`src/rtl/serial_adder.sv`:
```
// Bit-serial adder: one full-adder cell plus a carry flop, operand shift registers
// and a bit counter. Adds LSB-first, one bit per clock, and presents parallel and serial results.

module full_adder (
    input  logic x,
    input  logic y,
    input  logic cin,
    output logic s,
    output logic co
);
    assign s  = x ^ y ^ cin;
    assign co = (x & y) | (cin & (x ^ y));
endmodule

module serial_adder #(
    parameter int unsigned WIDTH = 8,
    parameter int unsigned CNT_W = $clog2(WIDTH + 1)
) (
    input  logic             clk,
    input  logic             rst_n,
    input  logic             start,
    input  logic [WIDTH-1:0] a,
    input  logic [WIDTH-1:0] b,
    input  logic             ci,
    output logic             busy,
    output logic             done,
    output logic [WIDTH-1:0] sum,
    output logic             carry_out,
    output logic             s_bit,
    output logic             s_valid
);
    localparam logic [1:0] S_IDLE = 2'd0;
    localparam logic [1:0] S_ADD  = 2'd1;
    localparam logic [1:0] S_DONE = 2'd2;

    logic [1:0]       state_q, state_d;
    logic [WIDTH-1:0] a_q, a_d;
    logic [WIDTH-1:0] b_q, b_d;
    logic [WIDTH-1:0] sum_q, sum_d;
    logic [CNT_W-1:0] cnt_q, cnt_d;
    logic             c_q, c_d;
    logic             carry_out_q, carry_out_d;
    logic             s_bit_q, s_bit_d;
    logic             s_valid_q, s_valid_d;
    logic             fa_s, fa_co;

    full_adder u_fa (
        .x   (a_q[0]),
        .y   (b_q[0]),
        .cin (c_q),
        .s   (fa_s),
        .co  (fa_co)
    );

    // Next-state and datapath; IDLE and DONE both accept a new start
    always_comb begin
        state_d     = state_q;
        a_d         = a_q;
        b_d         = b_q;
        sum_d       = sum_q;
        cnt_d       = cnt_q;
        c_d         = c_q;
        carry_out_d = carry_out_q;
        s_bit_d     = 1'b0;
        s_valid_d   = 1'b0;
        case (state_q)
            S_IDLE, S_DONE: begin
                state_d = S_IDLE;
                if (start) begin
                    a_d         = a;
                    b_d         = b;
                    c_d         = ci;
                    cnt_d       = '0;
                    sum_d       = '0;
                    carry_out_d = 1'b0;
                    state_d     = S_ADD;
                end
            end
            S_ADD: begin
                a_d       = a_q >> 1;
                b_d       = b_q >> 1;
                sum_d     = (sum_q >> 1) | (WIDTH'(fa_s) << (WIDTH - 1));
                c_d       = fa_co;
                s_bit_d   = fa_s;
                s_valid_d = 1'b1;
                cnt_d     = cnt_q + CNT_W'(1);
                if (cnt_q == CNT_W'(WIDTH - 1)) begin
                    carry_out_d = fa_co;
                    state_d     = S_DONE;
                end
            end
            default: state_d = S_IDLE;
        endcase
    end

    always_ff @(posedge clk or negedge rst_n) begin
        if (!rst_n) begin
            state_q     <= S_IDLE;
            a_q         <= '0;
            b_q         <= '0;
            sum_q       <= '0;
            cnt_q       <= '0;
            c_q         <= 1'b0;
            carry_out_q <= 1'b0;
            s_bit_q     <= 1'b0;
            s_valid_q   <= 1'b0;
        end else begin
            state_q     <= state_d;
            a_q         <= a_d;
            b_q         <= b_d;
            sum_q       <= sum_d;
            cnt_q       <= cnt_d;
            c_q         <= c_d;
            carry_out_q <= carry_out_d;
            s_bit_q     <= s_bit_d;
            s_valid_q   <= s_valid_d;
        end
    end

    assign busy      = (state_q == S_ADD);
    assign done      = (state_q == S_DONE);
    assign sum       = sum_q;
    assign carry_out = carry_out_q;
    assign s_bit     = s_bit_q;
    assign s_valid   = s_valid_q;
endmodule

```
`config.mk`:
```
export PLATFORM = sky130hd
export DESIGN_NAME = serial_adder
export DESIGN_NICKNAME = d
export VERILOG_FILES = /design/src/rtl/serial_adder.sv
export SDC_FILE = /design/constraint.sdc
export NUM_CORES = 1
export LEC_CHECK = 0
export ABC_AREA = 0
export CAP_MARGIN = 20
export CORE_AREA = 2 2 67 69
export CTS_CLUSTER_SIZE = 40
export DETAILED_ROUTE_END_ITERATION = 7
export DIE_AREA = 0 0 69 71
export GPL_ROUTABILITY_DRIVEN = 0
export MAX_ROUTING_LAYER = met4
export PLACE_DENSITY = 0.56
export SLEW_MARGIN = 20
export SYNTH_ARGS = -nofsm -noshare
export SYNTH_HDL_FRONTEND = slang
export SYNTH_SLANG_ARGS = --single-unit
```
`constraint.sdc`:
```
create_clock -name clk -period 1.67 [get_ports clk]
set_clock_uncertainty 0.1 [all_clocks]
set_input_delay 0.334 -clock clk [delete_from_list [all_inputs] [get_ports clk]]
set_output_delay 0.334 -clock clk [all_outputs]
set_load 0.02 [all_outputs]
```
==> flow_summary.yaml <==
floorplan:
  die_area_mm2: 0.00490
  fp.dieW_um: 69
  num_io_pins: 33
  die_y_um: 71
  core-area_mm2: 0.00420
  initial_utilization: 0.338
  rows: 24
synth:
  syn_inst: 122
  syn-num-nets: 144
  synth_area_mm2: 0.00142
  ys_warn_count: 0
  ys_seq_area_frac: 0.598
  syn_area_per_cell_um2: 11.7
  synth_seq_cells: 34
  synth_cell_types: 23
timing:
  max_freq_mhz: 613
  setup_viol: 0
  post-route-period-util: 0.978
  slew_violations: 0
  slew_headroom: 0.678
  rsz0062_at_grt: "no"
  hold_viol: 0
  tightestPinTransition_ns: 0.482
  fin_ws_ns: 0.0374
  min_period_ns: 1.63
  setup_tns_ns: 0
setup_path:
  r2r_end: "b_q[0]"
  critPathArrivalTime_ns: 1.20
  crit_family: "buffers and inverters"
  critPathMaxStageDelay_ns: 0.59
  reg2reg_slack_ns: 0.15
  timing.rr.start: "state_q[1]"
  start_kind: "flip-flop"
  slowest_stage: "clkdlybuf4s50_1"
  path_buf_inv: 1
  reg2reg_depth: 6
  cp.required_ns: 1.24
  crit_type: "flip-flop to primary output"
  path_cells: "clkdlybuf4s50_1"
  critPathCaptureType: "primary output"
  crit_fanout: 1
placement:
  place_hpwl_um: 2110
  pre_cts_ws_ns: -0.221
  dpl.cell_count: 205
  port-buffer-count: 32
routing:
  finalWirelength_um: 3070
  antenna_left: 0
  drt_first_pass_iters: 4
  wl_per_cell_um: 14.4
  drtIter0Drc: 106
  remaining_drc_errors: 0
  vias: 1070
  via_per_inst: 5.02
clock_tree:
  clk_latency_ns: 0.28
  cts_root_buffer: "clkbuf_8"
  cts_tree: "yes"
  clkTransAtPathRegs_ns: 0.07
  post-cts-setup-buffers: 0
  cts_sinks: 34
  ctsHoldBuffers: 0
  clock_path_buffers: 2
  cts_buffers: 5
  cts.htree.levels: 2
grt:
  grt_pass1_vias: 1032
  antenna_found_initial: 0
  grt-ovfl-total: 0
  grt_max_degree: 35
  grt_pass1_wl_um: 5310
  track_usage: 0.143
cells_and_area:
  mostFrequentLayoutCells: "dfrtp_1, clkdlybuf4s50_1, nand2_1, a22oi_1, nand3_1"
  utilization: 0.454
  nets: 182
  final_common_cell: "dfrtp_1"
  drive_gt1_frac: 0.112
  stdcell_count: 213
  antennaDiodeCount: 0
  fillers: 411
  areaGrowthSynthToFinish_pct: 34.0
run:
  maxCapViolations: 0
pwr:
  p_leak_nw: 0.915
  peakVddDrop_mv: 0.545
  powerDensity_mw_per_mm2: 1840
worst_hold_path:
  min_path_type: "input pin to asynchronous set/reset pin"
run_status:
  status: "finished, final reports clean"
==> metal layers <==
layer / wire length (µm) / share of wire / global-route usage
met1: 1490 / 0.49 / 0.195
met2: 1420 / 0.46 / 0.202
met3: 106 / 0.034 / 0.0313
met4: 55 / 0.018 / 0.0719
met5: 0 / 0 / -
==> report_power, final <==
part | internal [W] | switching [W] | total, W | leakage, nW
logic | 0.000686 | 0.000815 | 0.00150 | 0.436
clock network | 0.000332 | 0.000286 | 0.000618 | 0.0482
registers | 0.00118 | 0.000208 | 0.00139 | 0.431
total | 0.00220 | 0.00131 | 0.00350 | 0.915
==> through the flow <==
step | instance area (µm²) | power [W] | hold slack, ns
global placement | 1830 | 0.00294 | 0.382
global route | 1910 | 0.00378 | 0.333
CTS | 1910 | 0.00356 | 0.321
floorplan | 1420 | 0.00243 | -0.0616
finish | 1910 | 0.00350 | 0.316
detailed placement | 1830 | 0.00300 | 0.387
==> cells in the mapped netlist <==
| library cell | number | area [µm²] |
|---|---|---|
| inv_2 | 1 | 3.75 |
| ha_1 | 1 | 12.5 |
| xnor2_1 | 1 | 8.76 |
| buf_6 | 3 | 33.8 |
| inv_1 | 3 | 11.3 |
| nor2b_1 | 3 | 18.8 |
| nor3_1 | 3 | 15.0 |
| a221o_1 | 2 | 20.0 |
| nor2_1 | 3 | 11.3 |
| a22oi_1 | 12 | 90.1 |
| o21ai_0 | 1 | 5.00 |
| buf_2 | 2 | 10.0 |
| a21o_1 | 1 | 7.51 |
| nand3_1 | 12 | 60.1 |
| buf_4 | 1 | 7.51 |
| a22o_1 | 11 | 96.3 |
| mux2i_1 | 5 | 50.1 |
| clkbuf_1 | 3 | 11.3 |
| fa_1 | 1 | 20.0 |
| dfrtp_1 | 34 | 851 |
| nand4_1 | 1 | 6.26 |
| nand2b_1 | 2 | 12.5 |
| nand2_1 | 16 | 60.1 |
==> cell families (layout without fill, tap and decap cells) <==
| family | count (synthesis) | count (layout) | share of synthesized area |
|---|---|---|---|
| simple gates | 40 | 40 | 0.129 |
| flops | 34 | 34 | 0.598 |
| compound gates | 27 | 27 | 0.154 |
| buf+inv | 13 | 52 | 0.0545 |
| mux | 5 | 5 | 0.0352 |
| fa+ha+maj | 2 | 2 | 0.0229 |
| xor+xnor | 1 | 1 | 0.00616 |
==> worst max path at each step <==
stage          startpoint  slack (ns)  cells after the start       to
2_1_floorplan  state_q[1]        0.30                      5     busy
3_3_place_gp        start       -0.19                      4   sum[0]
3_5_place_dp        start       -0.22                      4   sum[3]
4_1_cts             s_bit        0.02                      1    s_bit
5_1_grt           s_valid       0.009                      1  s_valid
6_report            s_bit        0.04                      1    s_bit
==> timing repair <==
| action | 4_1_cts | 5_1_grt |
|---|---|---|
| endpoints found under the setup margin | 22 | 1 |
| resized for setup | 13 | 1 |
| gates cloned | 0 | 0 |
| pin swaps | 0 | 0 |
| hold endpoints to repair | 0 | 0 |
==> final cells by class <==
cell class                 instances  area (µm²)  area share
multi-input combinational         75         497       0.260
clock inverter                     1        5.00     0.00262
sequential                        34         851       0.446
timing repair buffer              40         388       0.203
clock buffer                       7        86.3      0.0453
tap                               52        65.1      0.0341
inverter                           4        15.0     0.00787
==> registers in the layout (all words and copies together), names as in the netlist, 2 cells and up <==
signal   cells
a_q          8
b_q          8
sum          8
cnt_q        4
state_q      2
(Power assumes the default switching activity.)
